**src/rtl/fib_insert_engine_pkg.sv**
```systemverilog
// Shared definitions for the FIB write (insert) engine and the FIB lookup engine.
// Holds the table geometry, the packed entry layout, the op and status encodings,
// and the mask/hash helpers. Both engines must use these helpers so that their
// probe sequences agree.
package fib_insert_engine_pkg;

    localparam int PREFIX_W  = 64;   // name prefix width, MSB-aligned
    localparam int LEN_W     = 5;    // length field; valid prefix bits = 2*len
    localparam int IDX_W     = 10;   // table index width (2^IDX_W slots)
    localparam int PORT_W    = 4;    // next-hop face id width
    localparam int MAX_PROBE = 8;    // slots probed per request before giving up
    localparam int PROBE_W   = $clog2(MAX_PROBE + 1);
    localparam int ENT_W     = 2 + LEN_W + PREFIX_W + PORT_W;
    localparam int N_SLICES  = (PREFIX_W + IDX_W - 1) / IDX_W;

    // Entry layout, MSB first: {valid, tomb, len, prefix, port}
    typedef struct packed {
        logic                valid;
        logic                tomb;
        logic [LEN_W-1:0]    len;
        logic [PREFIX_W-1:0] prefix;
        logic [PORT_W-1:0]   port;
    } fib_entry_t;

    localparam int ENT_PORT_LSB   = 0;
    localparam int ENT_PREFIX_LSB = PORT_W;
    localparam int ENT_LEN_LSB    = PORT_W + PREFIX_W;
    localparam int ENT_TOMB_BIT   = PORT_W + PREFIX_W + LEN_W;
    localparam int ENT_VALID_BIT  = ENT_TOMB_BIT + 1;

    typedef enum logic [1:0] {
        OP_INSERT = 2'b00,
        OP_DELETE = 2'b01,
        OP_RSVD   = 2'b10,
        OP_CLEAR  = 2'b11
    } fib_op_e;

    typedef enum logic [2:0] {
        ST_NEW       = 3'd0,
        ST_UPDATED   = 3'd1,
        ST_DELETED   = 3'd2,
        ST_NOT_FOUND = 3'd3,
        ST_FULL      = 3'd4,
        ST_CLEARED   = 3'd5,
        ST_BADOP     = 3'd6
    } fib_status_e;

    // Keep only the top 2*len bits of the prefix (len = 0 -> all zero).
    function automatic logic [PREFIX_W-1:0] fib_mask(input logic [PREFIX_W-1:0] prefix,
                                                     input logic [LEN_W-1:0]    len);
        logic [PREFIX_W-1:0] keep;
        keep = ~({PREFIX_W{1'b1}} >> {len, 1'b0});
        return prefix & keep;
    endfunction

    // XOR-fold of IDX_W-bit slices of the masked prefix (the top slice is
    // zero-padded) with the zero-extended length.
    function automatic logic [IDX_W-1:0] fib_hash(input logic [PREFIX_W-1:0] masked,
                                                  input logic [LEN_W-1:0]    len);
        logic [N_SLICES*IDX_W-1:0] padded;
        logic [IDX_W-1:0]          h;
        padded                 = '0;
        padded[PREFIX_W-1:0]   = masked;
        h                      = '0;
        h[LEN_W-1:0]           = len;
        for (int s = 0; s < N_SLICES; s++) begin
            h = h ^ padded[s*IDX_W +: IDX_W];
        end
        return h;
    endfunction

endpackage

```
**src/rtl/fib_insert_engine_if.sv**
```systemverilog
// Request/response and FIB RAM port bundle of the insert engine.
//   slave  : engine side (takes requests, drives the RAM port)
//   master : environment side (route management, RAM model, lookup arbiter)
interface fib_insert_engine_if;
    import fib_insert_engine_pkg::*;

    logic                req_valid;
    logic                req_ready;
    logic [1:0]          req_op;
    logic [PREFIX_W-1:0] req_prefix;
    logic [LEN_W-1:0]    req_len;
    logic [PORT_W-1:0]   req_port;

    logic                resp_valid;
    logic [2:0]          resp_status;
    logic [IDX_W-1:0]    resp_idx;

    logic                lookup_busy;
    logic [IDX_W-1:0]    mem_addr;
    logic                mem_re;
    logic                mem_we;
    logic [ENT_W-1:0]    mem_wdata;
    logic [ENT_W-1:0]    mem_rdata;

    modport slave (
        input  req_valid, req_op, req_prefix, req_len, req_port, lookup_busy, mem_rdata,
        output req_ready, resp_valid, resp_status, resp_idx, mem_addr, mem_re, mem_we, mem_wdata
    );

    modport master (
        output req_valid, req_op, req_prefix, req_len, req_port, lookup_busy, mem_rdata,
        input  req_ready, resp_valid, resp_status, resp_idx, mem_addr, mem_re, mem_we, mem_wdata
    );

endinterface

```
**src/rtl/fib_insert_engine_hash_fold.sv**
```systemverilog
// fib_hash_fold: combinational prefix mask + hash fold, shared by the insert and
// lookup engines.
//   i_prefix : raw prefix (MSB-aligned)
//   i_len    : prefix length (valid bits = 2*len)
//   o_masked : prefix with bits below 2*len cleared
//   o_hash   : home slot of the prefix
module fib_hash_fold
    import fib_insert_engine_pkg::*;
(
    input  logic [PREFIX_W-1:0] i_prefix,
    input  logic [LEN_W-1:0]    i_len,
    output logic [PREFIX_W-1:0] o_masked,
    output logic [IDX_W-1:0]    o_hash
);

    logic [PREFIX_W-1:0] w_masked;

    assign w_masked = fib_mask(i_prefix, i_len);
    assign o_masked = w_masked;
    assign o_hash   = fib_hash(w_masked, i_len);

endmodule

```
**src/rtl/fib_insert_engine.sv**
```systemverilog
// fib_insert_engine: write side of the FIB hash table. Serialises insert/update,
// delete and clear requests into the shared FIB entry RAM using linear probing
// with tombstones, yielding the RAM to the lookup engine whenever lookup_busy.
// Ports:
//   clk, rst    : clock, synchronous active-high reset
//   bus (slave) : req_valid/req_ready/req_op/req_prefix/req_len/req_port request,
//                 resp_valid/resp_status/resp_idx completion pulse,
//                 lookup_busy, mem_addr/mem_re/mem_we/mem_wdata/mem_rdata RAM port
//                 (registered read: mem_rdata valid the cycle after mem_re)
module fib_insert_engine
    import fib_insert_engine_pkg::*;
(
    input  logic clk,
    input  logic rst,
    fib_insert_engine_if.slave bus
);

    typedef enum logic [2:0] {
        S_IDLE, S_HASH, S_RD, S_CMP, S_WR, S_CLR, S_RESP
    } state_e;

    state_e              r_state, r_state_next;
    fib_op_e             r_op, r_op_next;
    logic [PREFIX_W-1:0] r_prefix, r_prefix_next;
    logic [LEN_W-1:0]    r_len, r_len_next;
    logic [PORT_W-1:0]   r_port, r_port_next;
    logic [IDX_W-1:0]    r_hash, r_hash_next;
    logic [PROBE_W-1:0]  r_probe, r_probe_next;
    logic                r_have_free, r_have_free_next;
    logic [IDX_W-1:0]    r_free_idx, r_free_idx_next;
    logic [IDX_W-1:0]    r_wr_addr, r_wr_addr_next;
    fib_entry_t          r_wr_entry, r_wr_entry_next;
    logic [2:0]          r_status, r_status_next;
    logic [IDX_W-1:0]    r_idx, r_idx_next;
    logic [IDX_W-1:0]    r_clr_idx, r_clr_idx_next;

    logic [PREFIX_W-1:0] w_masked;
    logic [IDX_W-1:0]    w_hash;
    logic [IDX_W-1:0]    w_probe_addr;
    fib_entry_t          w_rd;
    fib_entry_t          w_ins_entry;
    fib_entry_t          w_tomb_entry;
    logic                w_match, w_empty, w_slot_free, w_free_any, w_last;
    logic [IDX_W-1:0]    w_free_idx;
    logic                w_unused_port;

    // Mask and hash are derived from the latched raw request.
    fib_hash_fold u_fold (
        .i_prefix (r_prefix),
        .i_len    (r_len),
        .o_masked (w_masked),
        .o_hash   (w_hash)
    );

    assign w_probe_addr = r_hash + IDX_W'(r_probe);   // wraps at the top of the table
    assign w_rd         = fib_entry_t'(bus.mem_rdata);
    assign w_unused_port = ^w_rd.port;

    assign w_match     = w_rd.valid && (w_rd.len == r_len) && (w_rd.prefix == w_masked);
    assign w_empty     = !w_rd.valid && !w_rd.tomb;
    assign w_slot_free = !w_rd.valid;                  // empty or tombstone
    // First reusable slot along the chain, including the slot being compared now.
    assign w_free_any  = r_have_free || w_slot_free;
    assign w_free_idx  = r_have_free ? r_free_idx : w_probe_addr;
    assign w_last      = (r_probe == PROBE_W'(MAX_PROBE - 1));

    always_comb begin
        w_ins_entry        = '0;
        w_ins_entry.valid  = 1'b1;
        w_ins_entry.len    = r_len;
        w_ins_entry.prefix = w_masked;
        w_ins_entry.port   = r_port;
        w_tomb_entry       = '0;
        w_tomb_entry.tomb  = 1'b1;
    end

    // Strobes are gated by rst so an in-flight request stops touching RAM at once.
    assign bus.req_ready   = (r_state == S_IDLE) && !rst;
    assign bus.resp_valid  = (r_state == S_RESP) && !rst;
    assign bus.resp_status = r_status;
    assign bus.resp_idx    = r_idx;
    assign bus.mem_re      = (r_state == S_RD) && !bus.lookup_busy && !rst;
    assign bus.mem_we      = ((r_state == S_WR) || (r_state == S_CLR)) && !bus.lookup_busy && !rst;
    assign bus.mem_addr    = (r_state == S_RD)  ? w_probe_addr :
                             (r_state == S_WR)  ? r_wr_addr    :
                             (r_state == S_CLR) ? r_clr_idx    : '0;
    assign bus.mem_wdata   = (r_state == S_WR)  ? r_wr_entry   : '0;

    always_ff @(posedge clk) begin
        if (rst) begin
            r_state     <= S_IDLE;
            r_op        <= OP_INSERT;
            r_prefix    <= '0;
            r_len       <= '0;
            r_port      <= '0;
            r_hash      <= '0;
            r_probe     <= '0;
            r_have_free <= 1'b0;
            r_free_idx  <= '0;
            r_wr_addr   <= '0;
            r_wr_entry  <= '0;
            r_status    <= '0;
            r_idx       <= '0;
            r_clr_idx   <= '0;
        end else begin
            r_state     <= r_state_next;
            r_op        <= r_op_next;
            r_prefix    <= r_prefix_next;
            r_len       <= r_len_next;
            r_port      <= r_port_next;
            r_hash      <= r_hash_next;
            r_probe     <= r_probe_next;
            r_have_free <= r_have_free_next;
            r_free_idx  <= r_free_idx_next;
            r_wr_addr   <= r_wr_addr_next;
            r_wr_entry  <= r_wr_entry_next;
            r_status    <= r_status_next;
            r_idx       <= r_idx_next;
            r_clr_idx   <= r_clr_idx_next;
        end
    end

    always_comb begin
        r_state_next     = r_state;
        r_op_next        = r_op;
        r_prefix_next    = r_prefix;
        r_len_next       = r_len;
        r_port_next      = r_port;
        r_hash_next      = r_hash;
        r_probe_next     = r_probe;
        r_have_free_next = r_have_free;
        r_free_idx_next  = r_free_idx;
        r_wr_addr_next   = r_wr_addr;
        r_wr_entry_next  = r_wr_entry;
        r_status_next    = r_status;
        r_idx_next       = r_idx;
        r_clr_idx_next   = r_clr_idx;

        case (r_state)
            S_IDLE: begin
                if (bus.req_valid) begin
                    r_op_next        = fib_op_e'(bus.req_op);
                    r_prefix_next    = bus.req_prefix;
                    r_len_next       = bus.req_len;
                    r_port_next      = bus.req_port;
                    r_probe_next     = '0;
                    r_have_free_next = 1'b0;
                    r_free_idx_next  = '0;
                    r_clr_idx_next   = '0;
                    case (fib_op_e'(bus.req_op))
                        OP_CLEAR: r_state_next = S_CLR;
                        OP_RSVD: begin
                            r_status_next = ST_BADOP;
                            r_idx_next    = '0;
                            r_state_next  = S_RESP;
                        end
                        default:  r_state_next = S_HASH;
                    endcase
                end
            end

            S_HASH: begin
                r_hash_next  = w_hash;
                r_state_next = S_RD;
            end

            S_RD: begin
                if (!bus.lookup_busy) begin
                    r_state_next = S_CMP;
                end
            end

            S_CMP: begin
                if (w_match) begin
                    r_wr_addr_next  = w_probe_addr;
                    r_idx_next      = w_probe_addr;
                    r_wr_entry_next = (r_op == OP_INSERT) ? w_ins_entry : w_tomb_entry;
                    r_status_next   = (r_op == OP_INSERT) ? ST_UPDATED : ST_DELETED;
                    r_state_next    = S_WR;
                end else if ((w_empty || w_last) && (r_op == OP_INSERT) && w_free_any) begin
                    // End of chain (or probe budget): place the new entry in the
                    // first reusable slot seen.
                    r_wr_addr_next  = w_free_idx;
                    r_idx_next      = w_free_idx;
                    r_wr_entry_next = w_ins_entry;
                    r_status_next   = ST_NEW;
                    r_state_next    = S_WR;
                end else if (w_empty || w_last) begin
                    r_idx_next    = '0;
                    r_status_next = (r_op == OP_INSERT) ? ST_FULL : ST_NOT_FOUND;
                    r_state_next  = S_RESP;
                end else begin
                    r_probe_next = r_probe + PROBE_W'(1);
                    if (w_slot_free && !r_have_free) begin
                        r_have_free_next = 1'b1;
                        r_free_idx_next  = w_probe_addr;
                    end
                    r_state_next = S_RD;
                end
            end

            S_WR: begin
                if (!bus.lookup_busy) begin
                    r_state_next = S_RESP;
                end
            end

            S_CLR: begin
                // Stalled cycles leave the counter where it is.
                if (!bus.lookup_busy) begin
                    if (r_clr_idx == '1) begin
                        r_status_next = ST_CLEARED;
                        r_idx_next    = '0;
                        r_state_next  = S_RESP;
                    end else begin
                        r_clr_idx_next = r_clr_idx + IDX_W'(1);
                    end
                end
            end

            S_RESP: begin
                r_state_next = S_IDLE;
            end

            default: begin
                r_state_next = S_IDLE;
            end
        endcase
    end

endmodule

```
**src/flat_wrapper.sv**
```systemverilog
// flat-port wrapper written by rule: the top's interface ports become plain ports
module fib_insert_engine_flat import fib_insert_engine_pkg::*;
  (clk, rst, bus_req_valid, bus_req_op, bus_req_prefix, bus_req_len, bus_req_port, bus_lookup_busy, bus_mem_rdata, bus_req_ready, bus_resp_valid, bus_resp_status, bus_resp_idx, bus_mem_addr, bus_mem_re, bus_mem_we, bus_mem_wdata);
  fib_insert_engine_if bus_i ();
  input  logic clk;
  input  logic rst;
  input wire logic [$bits(bus_i.req_valid)-1:0] bus_req_valid;
  input wire logic [$bits(bus_i.req_op)-1:0] bus_req_op;
  input wire logic [$bits(bus_i.req_prefix)-1:0] bus_req_prefix;
  input wire logic [$bits(bus_i.req_len)-1:0] bus_req_len;
  input wire logic [$bits(bus_i.req_port)-1:0] bus_req_port;
  input wire logic [$bits(bus_i.lookup_busy)-1:0] bus_lookup_busy;
  input wire logic [$bits(bus_i.mem_rdata)-1:0] bus_mem_rdata;
  output wire logic [$bits(bus_i.req_ready)-1:0] bus_req_ready;
  output wire logic [$bits(bus_i.resp_valid)-1:0] bus_resp_valid;
  output wire logic [$bits(bus_i.resp_status)-1:0] bus_resp_status;
  output wire logic [$bits(bus_i.resp_idx)-1:0] bus_resp_idx;
  output wire logic [$bits(bus_i.mem_addr)-1:0] bus_mem_addr;
  output wire logic [$bits(bus_i.mem_re)-1:0] bus_mem_re;
  output wire logic [$bits(bus_i.mem_we)-1:0] bus_mem_we;
  output wire logic [$bits(bus_i.mem_wdata)-1:0] bus_mem_wdata;
  assign bus_i.req_valid = bus_req_valid;
  assign bus_i.req_op = bus_req_op;
  assign bus_i.req_prefix = bus_req_prefix;
  assign bus_i.req_len = bus_req_len;
  assign bus_i.req_port = bus_req_port;
  assign bus_i.lookup_busy = bus_lookup_busy;
  assign bus_i.mem_rdata = bus_mem_rdata;
  assign bus_req_ready = bus_i.req_ready;
  assign bus_resp_valid = bus_i.resp_valid;
  assign bus_resp_status = bus_i.resp_status;
  assign bus_resp_idx = bus_i.resp_idx;
  assign bus_mem_addr = bus_i.mem_addr;
  assign bus_mem_re = bus_i.mem_re;
  assign bus_mem_we = bus_i.mem_we;
  assign bus_mem_wdata = bus_i.mem_wdata;
  fib_insert_engine u_core (.clk(clk), .rst(rst), .bus(bus_i));
endmodule
```
**config.mk**
```make
export PLATFORM = sky130hd
export DESIGN_NAME = fib_insert_engine_flat
export DESIGN_NICKNAME = d
export VERILOG_FILES = /design/src/rtl/fib_insert_engine_pkg.sv /design/src/rtl/fib_insert_engine_if.sv /design/src/rtl/fib_insert_engine_hash_fold.sv /design/src/rtl/fib_insert_engine.sv /design/src/flat_wrapper.sv
export SDC_FILE = /design/constraint.sdc
export NUM_CORES = 1
export LEC_CHECK = 0
export BUFFER_PORTS_ARGS = -buffer_cell sky130_fd_sc_hd__buf_2
export CORE_ASPECT_RATIO = 1.75
export CORE_MARGIN = 2
export CORE_UTILIZATION = 56
export CTS_CLUSTER_DIAMETER = 100
export DETAILED_ROUTE_END_ITERATION = 7
export PLACE_DENSITY = 0.82
export SKIP_CTS_REPAIR_TIMING = 1
export SLEW_MARGIN = 20
export SYNTH_ARGS = -nofsm -noshare
export SYNTH_HDL_FRONTEND = slang
export SYNTH_HIERARCHICAL = 1
export SYNTH_SLANG_ARGS = --single-unit
export TNS_END_PERCENT = 10
```
**constraint.sdc**
```tcl
create_clock -name clk -period 9.1 [get_ports clk]
set_clock_uncertainty 0.05 [all_clocks]
set_input_delay 1.365 -clock clk [delete_from_list [all_inputs] [get_ports clk]]
set_output_delay 1.365 -clock clk [all_outputs]
set_load 0.01 [all_outputs]
```
# Word level (Yosys, flattened, before mapping)
# Cells that the tools add are included.
# op_classes
n_mul,0
n_eq_ne,24
n_bitwise,9
addsub,3
n_mux,58
n_div,0
magnitude_cmp,0
n_shift,1
reduce_logical,33
# ops
cell,count
two-way mux 75 bit,4
two-way mux 10 bit,20
bitwise AND 64 bit,1
equality test 64 bit,1
NOT 64 bit,1
>> shifter 64 x 6 -> 64 bit (first input constant),1
XOR 10 bit,5
two-way mux 3 bit,16
one-hot mux 10 bit (2 select lines),2
one-hot mux 10 bit (3 select lines),1
inequality test 2 bit (second input constant),10
one-hot mux 3 bit (6 select lines),1
two-way mux 4 bit,4
logical AND 1 bit,12
AND reduction 6 bit,2
adder 10 x 1 -> 10 bit (second input constant),1
adder 10 x 4 -> 10 bit,1
equality test 10 bit (second input constant),1
AND reduction 5 bit,2
XOR 10 x 4 -> 10 bit,1
XOR 5 x 10 -> 10 bit,1
equality test 3 bit (second input constant),3
one-hot mux 3 bit (3 select lines),1
one-hot mux 4 bit (2 select lines),1
other kinds (20),35
# word_totals
mem_bits_ro,0
reg_bits,211
latch_bits,0
wordCells,146
n_memories,0
mem_bits_rw,0

# Longest topological paths before layout
# Gate-level depths: netlist (run 1).
# depth
depth_word,10
ltp_mapped,15

# Modules after synthesis
# Netlist (run 1), hierarchy kept.
# modules_own_cells
mod,cells_each,area_each_um2,instances
fib_insert_engine,1075,9233.9,1
fib_hash_fold,218,1559.0,1

# Worst setup path before layout (run 1)
# Ideal clock, no wire load.
# synth_path
path_type,in2reg
startpoint,in bus_mem_rdata[60]
endpoint,reg u_core/r_wr_entry[46] (netlist bit)
setup_time_ns,0.060
arrival_time_ns,3.798
path_stages,10
required_ns,8.990
path_slack_ns,5.192
path_buffers,2
path_cell_list,nor2b_1 a2111oi_0 nand4_1 or4_1 or4_4 buf_2 mux2i_1 nor2_1 buf_2 a22o_1
# synth_between
elab_chain_len,4
elab_cells_between_ends,5
cone_classes,1 x eq/ne; 1 x mux; 3 x reduce/logical
# synth_lines
element,line_no,source
start: declaration,flat_wrapper.sv:13,input wire logic [$bits(bus_i.mem_rdata)-1:0] bus_mem_rdata;
equality test 64 bit *,fib_insert_engine.sv:59,assign w_match = w_rd.valid && (w_rd.len == r_len) && (w_rd.prefix == w_masked);
logical AND 1 bit *,fib_insert_engine.sv:59,
nonzero test 2 bit (no line),n/a,
AND reduction 2 bit (no line),n/a,
end signal: assignment,fib_insert_engine.sv:116,r_wr_entry <= r_wr_entry_next;
end: declaration,fib_insert_engine.sv:32,"fib_entry_t r_wr_entry, r_wr_entry_next;"
# Mark *: on every way between the ends. The rest lies on a longest branch, timed or not.
# A chain may end at the register's enable or synchronous reset.

# Worst setup path in the final report (run 1)
# layout_path
startpoint,reg u_core.r_len[4]
endpoint,reg u_core/r_wr_entry[69] (netlist bit)
# layout_between
elab_chain_len,7
elab_cells_between_ends,10
cone_classes,2 x eq/ne; 1 x shift; 1 x mux; 2 x bitwise; 4 x reduce/logical
# layout_lines
element,line_no,source
start: declaration,fib_insert_engine.sv:25,"logic [LEN_W-1:0] r_len, r_len_next;"
start signal: assignment,fib_insert_engine.sv:109,r_len <= r_len_next;
>> shifter 64 x 6 -> 64 bit *,fib_insert_engine_pkg.sv:52,"keep = ~({PREFIX_W{1'b1}} >> {len, 1'b0});"
NOT 64 bit *,fib_insert_engine_pkg.sv:52,
bitwise AND 64 bit *,fib_insert_engine_pkg.sv:53,return prefix & keep;
via u_core.w_masked[56],fib_insert_engine.sv:37,logic [PREFIX_W-1:0] w_masked;
equality test 64 bit *,fib_insert_engine.sv:59,
logical AND 1 bit *,fib_insert_engine.sv:59,
nonzero test 2 bit (no line),n/a,
AND reduction 2 bit (no line),n/a,
# The timed path passes the listed nets; every way through them passes the cells marked *.

==> flow_metrics.env, run 1 <==
export IMPL_status="finished clean"
export IMPL_critPathSlowestCell="or4_4"
export IMPL_die_h_um=187
export IMPL_fin_hold_ws_ps=404
export IMPL_critical_path_arrival_ps=5230
export IMPL_final_cell_mix="248 x buf_2, 208 x dfxtp_1, 185 x nand2_1, 100 x and3_1, 95 x a21oi_1"
export IMPL_slew_headroom_pct=25.9
export IMPL_finalSetupTns_ps=0
export IMPL_start_util_pct=56.6
export IMPL_vias=10800
export IMPL_leakagePower_nw=5.75
export IMPL_die_area_mm2=0.0203
export IMPL_final_common_cell="buf_2"
export IMPL_coreArea_mm2=0.0189
export IMPL_slowest_delay_ps=570
export IMPL_grt_max_degree=80
export IMPL_cts_htree_levels=1
export IMPL_cts_path_max_buffers=3
export IMPL_drt_wl_total_mm=36.9
export IMPL_vias_per_cell=6.25
export IMPL_reg2reg_slack_ps=4210
export IMPL_vdd_drop_max_v=0.000154
export IMPL_grt_pass1_wl_mm=55.4
export IMPL_io_buffer_count=249
export IMPL_crit_start="u_core/r_len[4]"
export IMPL_crit_fanout=73
export IMPL_cts_root_buf="clkbuf_16"
export IMPL_pre_cts_slack_ps=4390
export IMPL_final_layout_size_suffix_gt1_share_pct=21.2
export IMPL_cts_tree="done"
export IMPL_hp_class="reg -> reg"
export IMPL_die_x_um=109
export IMPL_crit_chain="buf_4 > or2_2 > nor2_1 > nor2b_1 > nor2b_1 > a2111oi_0 > nand4_1 > or4_1 > or4_4 > a21oi_4 > nor2_4 > buf_4 > a22o_1"
export IMPL_groute_usage_overall_pct=35.4
export IMPL_ant_nets=0
export IMPL_finalCritPeriodShare_pct=53.8
export IMPL_hold_depth=2
export IMPL_ios=256
export IMPL_critical_path_class="reg -> reg"
export IMPL_row_count=67
export IMPL_drv_cap=0
export IMPL_cp_start_kind="register"
export IMPL_max_freq_mhz=204
export IMPL_avgSynthCellArea_um2=8.35
export IMPL_nets=1634
export IMPL_r2r_end="u_core/r_wr_entry[69]"
export IMPL_syn_to_final_growth_pct=18.4
export IMPL_setup_viol=0
export IMPL_hold_path_startpoint="u_core/r_prefix[16]"
export IMPL_period_minus_slack_ps=4890
export IMPL_rr_worst_depth=13
export IMPL_p_per_area_mw_per_mm2=174
export IMPL_dr_first_iter_drc_count=848
export IMPL_worst_setup_path_end_kind="register"
export IMPL_min_to="u_core/r_prefix[16]"
export IMPL_hold_viol_final=0
export IMPL_required_ps=9440
export IMPL_gp_congestion=1.02
export IMPL_clk_latency_ps=510
export IMPL_cts_buffers=21
export IMPL_hpwlAfterDp_mm=26.7
export IMPL_maxSlewViolCount=0
export IMPL_overflow=0
export IMPL_drtPass1Iterations=5
export IMPL_rsz0062_at_grt="false"
export IMPL_clkTransAtPathRegs_ps=70
export IMPL_antenna_found_initial=4
export IMPL_synth_cells=1285
export IMPL_synthesis_area_mm2=0.0107
export IMPL_layout_setup_ws_ps=4210
export IMPL_routedWlPerCell_um=21.3
export IMPL_max_slew_worst_pin_slew_ps=1110
export IMPL_r2r_start="u_core/r_len[4]"
export IMPL_clock_sinks=209
export IMPL_grt_pass1_vias=10300
export IMPL_drc_errors=0
export IMPL_ys_warn_count=6
[registers in the layout, indices dropped and copies added (netlist names), 5 cells and up]
signal / count
u_core/r_clr_idx: 10
u_core/r_hash: 10
u_core/r_len: 5
u_core/r_prefix: 62
u_core/bus.resp_idx: 10
u_core/r_wr_addr: 10
u_core/r_wr_entry: 75
u_core/r_free_idx: 10
[how the worst max path moves through the flow]
stage | endpoint | slack [ps]
after detailed placement | u_core/r_wr_entry[71] | 4390
after floorplan | u_core/r_wr_entry[46] | 5190
final | u_core/r_wr_entry[69] | 4210
after CTS | u_core/r_wr_entry[69] | 4350
after global routing | u_core/r_wr_entry[7] | 4060
after global placement | u_core/r_wr_entry[1] | 4430
[metrics by stage]
stage	instances	utilization, %	cell area, µm²	power, mW
after floorplan	1286	-	10700	1.20
after global placement	1691	63.3	12000	1.31
after detailed placement	1691	63.3	12000	1.32
after CTS	1727	67.0	12700	2.20
after global routing	1731	67.0	12700	2.27
final	1731	67.0	12700	2.21
[routing by layer]
metal,global-route usage [%],vias to the layer above,part of all wire (%)
li1,-,4932,-
met1,40.0,5041,35
met2,57.2,649,48
met3,5.44,205,8.0
met4,30.0,0,9.5
met5,0,-,0
[worst max-delay path: cells and delay by family, from the launching register on]
| kind | cells | cell delay, ps |
|---|---|---|
| buffers and inverters | 2 | 850 |
| AOI/OAI and AO/OA | 3 | 1050 |
| DFF | 1 | 380 |
| and+or+nand+nor | 8 | 2400 |
[final cells by class]
cell class              instances  area (µm²)
flip-flops and latches        209        4190
repair buffers                262        1350
fillers                      1684        6250
clock buffers                  26         564
multi-input cells             941        6010
inverters                      38         143
diodes                          4        10.0
clock inverters                10         141
well taps                     241         302
[report_power, final]
part	switching, mW	total (mW)	leakage (nW)	internal (mW)
clock network	0.370	0.898	0.342	0.528
logic	0.217	0.327	3.71	0.110
registers	0.0344	0.982	1.69	0.948
total	0.622	2.21	5.75	1.59
Power figures use the tool's default switching activity.
==> run 2, diff against run 1 <==
--- a/config.mk
+++ b/config.mk
@@ -8,10 +8,10 @@
 export BUFFER_PORTS_ARGS = -buffer_cell sky130_fd_sc_hd__buf_2
 export CORE_ASPECT_RATIO = 1.75
 export CORE_MARGIN = 2
-export CORE_UTILIZATION = 56
+export CORE_UTILIZATION = 49
 export CTS_CLUSTER_DIAMETER = 100
 export DETAILED_ROUTE_END_ITERATION = 7
-export PLACE_DENSITY = 0.82
+export PLACE_DENSITY = 0.76
 export SKIP_CTS_REPAIR_TIMING = 1
 export SLEW_MARGIN = 20
 export SYNTH_ARGS = -nofsm -noshare
==> constraint.sdc (replaced) <==
create_clock -name clk -period 4.1 [get_ports clk]
set_clock_uncertainty 0.05 [all_clocks]
set_input_delay 0.615 -clock clk [delete_from_list [all_inputs] [get_ports clk]]
set_output_delay 0.615 -clock clk [all_outputs]
set_load 0.01 [all_outputs]
==> run 2 against run 1 <==
Worst hold slack lost 110 ps. Critical path depth shrank 2. Utilization shrank 5.7 points. Critical path type unchanged. Final cell count grew 5.6%. Sequential share of layout area shrank 1.2 points. Sequential cell count is the same. Global-route usage shrank 4.4 points. Sequential power grew 120%. Die area grew 14%. Non-clock buffer count grew 49. Fmax grew 23%. Largest cell class unchanged.
==> flow_metrics.env, run 2 (synthesis results as in run 1) <==
export IMPL_worst_setup_path_end_kind="register"
export IMPL_clock_sinks=209
export IMPL_critPathSlowestCell="dfxtp_1"
export IMPL_cts_path_max_buffers=3
export IMPL_clkTransAtPathRegs_ps=60
export IMPL_slowest_delay_ps=560
export IMPL_drtPass1Iterations=5
export IMPL_coreArea_mm2=0.0215
export IMPL_nets=1683
export IMPL_cp_start_kind="register"
export IMPL_top_regs="u_core/r_wr_entry x75, u_core/r_prefix x62"
export IMPL_die_h_um=200
export IMPL_groute_usage_overall_pct=31.0
export IMPL_ios=256
export IMPL_hpwlAfterDp_mm=29.3
export IMPL_hold_viol_final=0
export IMPL_gp_congestion=1.01
export IMPL_reg2reg_slack_ps=130
export IMPL_drv_cap=0
export IMPL_die_area_mm2=0.0231
export IMPL_pre_cts_slack_ps=-34.0
export IMPL_setup_viol=0
export IMPL_rr_worst_depth=11
export IMPL_numPlacedInstances=1791
export IMPL_overflow=0
export IMPL_vias=10800
export IMPL_multi_input_area_mm2=0.00602
export IMPL_syn_to_final_growth_pct=23.0
export IMPL_start_util_pct=49.9
export IMPL_vdd_drop_max_v=0.000382
export IMPL_layout_setup_ws_ps=129
export IMPL_fin_hold_ws_ps=289
export IMPL_regArea_mm2=0.00419
export IMPL_io_buffer_count=249
export IMPL_cts_tree="done"
export IMPL_final_cell_mix="248 x buf_2, 205 x dfxtp_1, 185 x nand2_1, 100 x and3_1, 95 x a21oi_1"
export IMPL_max_flop_register="u_core/r_wr_entry"
export IMPL_largest_reg_flops=75
export IMPL_hp_class="in -> reg"
export IMPL_clk_latency_ps=510
export IMPL_grt_pass1_vias=10100
export IMPL_crit_fanout=13
export IMPL_critical_path_class="reg -> reg"
export IMPL_cts_buffers=21
export IMPL_fin_area_mm2=0.0132
export IMPL_rsz0062_at_grt="false"
export IMPL_finalCritPeriodShare_pct=96.9
export IMPL_die_x_um=116
export IMPL_antennaDiodeCount=0
export IMPL_max_freq_mhz=252
export IMPL_final_common_cell="buf_2"
export IMPL_critical_path_arrival_ps=4290
export IMPL_grt_max_degree=91
export IMPL_antenna_found_initial=0
export IMPL_grt_pass1_wl_mm=55.0
export IMPL_period_minus_slack_ps=3970
export IMPL_leakagePower_nw=6.03
export IMPL_slew_headroom_pct=21.8
export IMPL_p_per_area_mw_per_mm2=374
export IMPL_layout_cells_non_filler=1828
export IMPL_required_ps=4420
export IMPL_crit_chain="buf_4 > and3_1 > o21a_1 > nor2b_1 > a2111oi_0 > nand4_1 > or4_1 > or4_4 > a21boi_1 > o32ai_1 > nor3_1"
export IMPL_routedWlPerCell_um=20.6
export IMPL_row_count=71
export IMPL_cts_root_buf="clkbuf_16"
export IMPL_finalSetupTns_ps=0
export IMPL_cts_htree_levels=1
export IMPL_maxSlewViolCount=0
export IMPL_drt_wl_total_mm=37.7
export IMPL_fillers=1975
export IMPL_placed_cell_area_mm2=0.0125
export IMPL_status="finished clean"
export IMPL_drc_errors=0
export IMPL_dr_first_iter_drc_count=817
export IMPL_final_layout_size_suffix_gt1_share_pct=24.0
export IMPL_ant_nets=0
export IMPL_vias_per_cell=5.88
export IMPL_hold_depth=3
export IMPL_max_slew_worst_pin_slew_ps=1170
[run 2: stage by stage]
stage          total power [mW]  utilization, %
2_1_floorplan              2.67               -
3_3_place_gp               2.96            58.0
3_5_place_dp               2.98            58.0
4_1_cts                    4.92            61.3
5_1_grt                    5.08            61.4
6_report                   4.93            61.4
[run 2: final cells by class]
cell class | instances | share of cell area, %
Tap cell | 292 | 2.77
Multi-Input combinational cell | 941 | 45.6
Clock buffer | 29 | 4.59
Inverter | 38 | 1.08
Sequential cell | 209 | 31.7
Timing Repair Buffer | 311 | 13.5
Clock inverter | 8 | 0.759
[run 2: final timing paths]
check	startpoint	endpoint
worst max-delay path	u_core/r_len[2]	u_core/r_wr_addr[3]
worst min-delay path	bus_req_len[4]	u_core/r_len[4]
worst max register to register	u_core/r_len[2]	u_core/r_wr_addr[3]
worst min register to register	u_core/r_prefix[14]	u_core/r_prefix[14]
[run 2: worst max-delay path, delay by kind of cell (launching register included)]
family,cells,cell delay [ps]
simple gates,6,1620
compound gates,4,1400
flops,1,560
buf+inv,1,200
[run 2: power by group]
group / leakage (nW) / internal [mW] / switching (mW) / total, mW
Clock: 0.347 / 1.16 / 0.815 / 1.98
Combinational: 3.98 / 0.279 / 0.471 / 0.750
Sequential: 1.70 / 2.10 / 0.0965 / 2.20
[run 2: metal layers]
layer	vias to the layer above	track usage [%]	routed length (µm)
li1	5025	-	-
met1	5070	33.3	13500
met5	-	0	0
met4	0	21.6	2820
met2	522	55.8	19100
met3	136	3.53	2280
==> run 3, diff against run 2 <==
--- a/config.mk
+++ b/config.mk
@@ -11,7 +11,7 @@
 export CORE_UTILIZATION = 49
 export CTS_CLUSTER_DIAMETER = 100
 export DETAILED_ROUTE_END_ITERATION = 7
-export PLACE_DENSITY = 0.76
+export PLACE_DENSITY = 0.86
 export SKIP_CTS_REPAIR_TIMING = 1
 export SLEW_MARGIN = 20
 export SYNTH_ARGS = -nofsm -noshare
==> run 3 against run 2 <==
Sequential share of layout area decreased by 0.13 points. First-iteration DRC count increased by 29%. Non-clock buffer count increased by 1. Clock-buffer cell count decreased by 5. Sequential cell count unchanged. Worst setup slack got worse by 13 ps. Die area unchanged. Critical path type unchanged. Largest cell class unchanged.
==> flow_metrics.env, run 3 (synthesis results as in run 1) <==
export IMPL_switchingPower_mw=1.38
export IMPL_seqPwrFrac_pct=44.3
export IMPL_reg2reg_slack_ps=120
export IMPL_largest_reg_flops=75
export IMPL_top_regs="u_core/r_wr_entry x75, u_core/r_prefix x62"
export IMPL_hp_class="in -> reg"
export IMPL_hold_depth=3
export IMPL_status="finished clean"
export IMPL_vdd_drop_max_v=0.000337
export IMPL_row_count=71
export IMPL_rsz0062_at_grt="false"
export IMPL_syn_to_final_growth_pct=23.5
export IMPL_critical_path_class="reg -> reg"
export IMPL_slowest_delay_ps=690
export IMPL_maxSlewViolCount=0
export IMPL_required_ps=4440
export IMPL_cp_start_kind="register"
export IMPL_ios=256
export IMPL_grt_max_degree=77
export IMPL_antennaDiodeCount=0
export IMPL_switching_share_pct=27.7
export IMPL_gp_congestion=1.04
export IMPL_max_slew_worst_pin_slew_ps=1000
export IMPL_clkTransAtPathRegs_ps=70
export IMPL_die_x_um=116
export IMPL_comb_power_share_pct=15.0
export IMPL_max_freq_mhz=251
export IMPL_slew_headroom_pct=32.7
export IMPL_critPathSlowestCell="or4_4"
export IMPL_die_h_um=200
export IMPL_period_minus_slack_ps=3980
export IMPL_antenna_found_initial=0
export IMPL_drc_errors=0
export IMPL_hold_path_startpoint="bus_req_prefix[50]"
export IMPL_start_util_pct=49.9
export IMPL_p_per_area_mw_per_mm2=376
export IMPL_die_area_mm2=0.0231
export IMPL_cp_common_cell="nor2b_1"
export IMPL_leakagePower_nw=6.05
export IMPL_nets=1683
export IMPL_drt_wl_total_mm=38.5
export IMPL_coreArea_mm2=0.0215
export IMPL_finalCritPeriodShare_pct=97.2
export IMPL_hold_viol_final=0
export IMPL_vias_per_cell=6.00
export IMPL_groute_usage_overall_pct=31.6
export IMPL_ant_nets=0
export IMPL_crit_chain="or2_2 > nor2_1 > nor2b_1 > nor2b_1 > a2111oi_0 > nand4_1 > or4_1 > or4_4 > a21oi_4 > nor2_4 > buf_4 > a22o_1"
export IMPL_r2r_end="u_core/r_wr_entry[64]"
export IMPL_cts_root_buf="clkbuf_16"
export IMPL_cts_htree_levels=1
export IMPL_drv_cap=0
export IMPL_vias=11000
export IMPL_multi_input_area_mm2=0.00603
export IMPL_hpwlAfterDp_mm=29.1
export IMPL_critical_path_arrival_ps=4330
export IMPL_cts_buffers=20
export IMPL_intPower_mw=3.60
export IMPL_cts_path_max_buffers=3
export IMPL_fillers=1877
export IMPL_io_buffer_count=249
export IMPL_regArea_mm2=0.00419
export IMPL_numPlacedInstances=1792
export IMPL_totalPowerFinal_mw=4.99
export IMPL_min_to="u_core/r_prefix[50]"
export IMPL_final_cell_mix="248 x buf_2, 204 x dfxtp_1, 185 x nand2_1, 100 x and3_1, 95 x a21oi_1"
export IMPL_drtPass1Iterations=5
export IMPL_setup_viol=0
export IMPL_layout_cells_non_filler=1827
export IMPL_clk_latency_ps=500
export IMPL_cts_tree="done"
export IMPL_dr_first_iter_drc_count=1058
export IMPL_final_common_cell="buf_2"
export IMPL_crit_fanout=22
export IMPL_clock_sinks=209
export IMPL_finalSetupTns_ps=0
export IMPL_clkPwrFrac_pct=40.7
export IMPL_r2r_start="u_core/r_len[4]"
export IMPL_routedWlPerCell_um=21.1
export IMPL_overflow=0
export IMPL_final_layout_size_suffix_gt1_share_pct=24.3
export IMPL_grt_pass1_wl_mm=55.9
export IMPL_grt_pass1_vias=10400
export IMPL_worst_setup_path_end_kind="register"
export IMPL_max_flop_register="u_core/r_wr_entry"
export IMPL_rr_worst_depth=12
run 3: cell types whose count changed in the layout (fill, tap and decap cells not counted), moves of 2 or more:
cell,change
bufinv_16,+2
clkbuf_1,-2
clkbuf_8,-3
buf_12,+2
clkinv_2,+2
inv_6,-2
run 3: area by class of cell:
class                      count  share of cell area (%)
tap                          292                    2.76
timing repair buffer         312                    13.7
multi-input combinational    941                    45.5
inverter                      38                    1.08
clock inverter                11                    1.22
clock buffer                  24                    4.20
sequential                   209                    31.6
run 3: stage by stage:
stage          hold WS [ps]  setup slack [ps]  util (%)  area, µm²
3_3_place_gp            392              65.6      58.2      12500
2_1_floorplan           382               457         -      10700
5_1_grt                 298              9.53      61.6      13300
3_5_place_dp            399              50.2      58.2      12500
4_1_cts                 297              49.8      61.5      13200
6_report                303               116      61.6      13300
run 3: worst max-delay path: cells and delay by family (launching register included):
kind            cells  cell delay, ps
buf+inv             1             270
simple gates        8            2110
flops               1             480
compound gates      3             940
run 3: layer usage:
layer  track usage, %  vias to the layer above  routed length [µm]
li1                 -                     5011                   -
met1             34.3                     5149               13600
met2             55.6                      624               18900
met3             3.62                      177                2680
met4             23.8                        0                3340
met5                0                        -                   0
run 3: power by group through the flow:
| stage | registers, mW | logic (mW) | clock network, mW |
|---|---|---|---|
| 2_1_floorplan | 2.19 | 0.479 | 0 |
| 3_3_place_gp | 2.24 | 0.708 | 0 |
| 3_5_place_dp | 2.25 | 0.720 | 0 |
| 4_1_cts | 2.20 | 0.728 | 2.04 |
| 5_1_grt | 2.21 | 0.801 | 2.11 |
| 6_report | 2.21 | 0.748 | 2.03 |
run 3: how the worst max path moves through the flow:
stage / startpoint / to / slack (ps)
2_1_floorplan: u_core/r_len[3] / u_core/r_wr_entry[46] / 460
3_3_place_gp: u_core/r_len[0] / u_core/r_wr_entry[58] / 70
3_5_place_dp: u_core/r_len[3] / u_core/r_wr_entry[66] / 50
4_1_cts: u_core/r_len[3] / u_core/r_wr_entry[64] / 50
5_1_grt: u_core/r_len[3] / u_core/r_wr_addr[5] / 10
6_report: u_core/r_len[4] / u_core/r_wr_entry[64] / 120
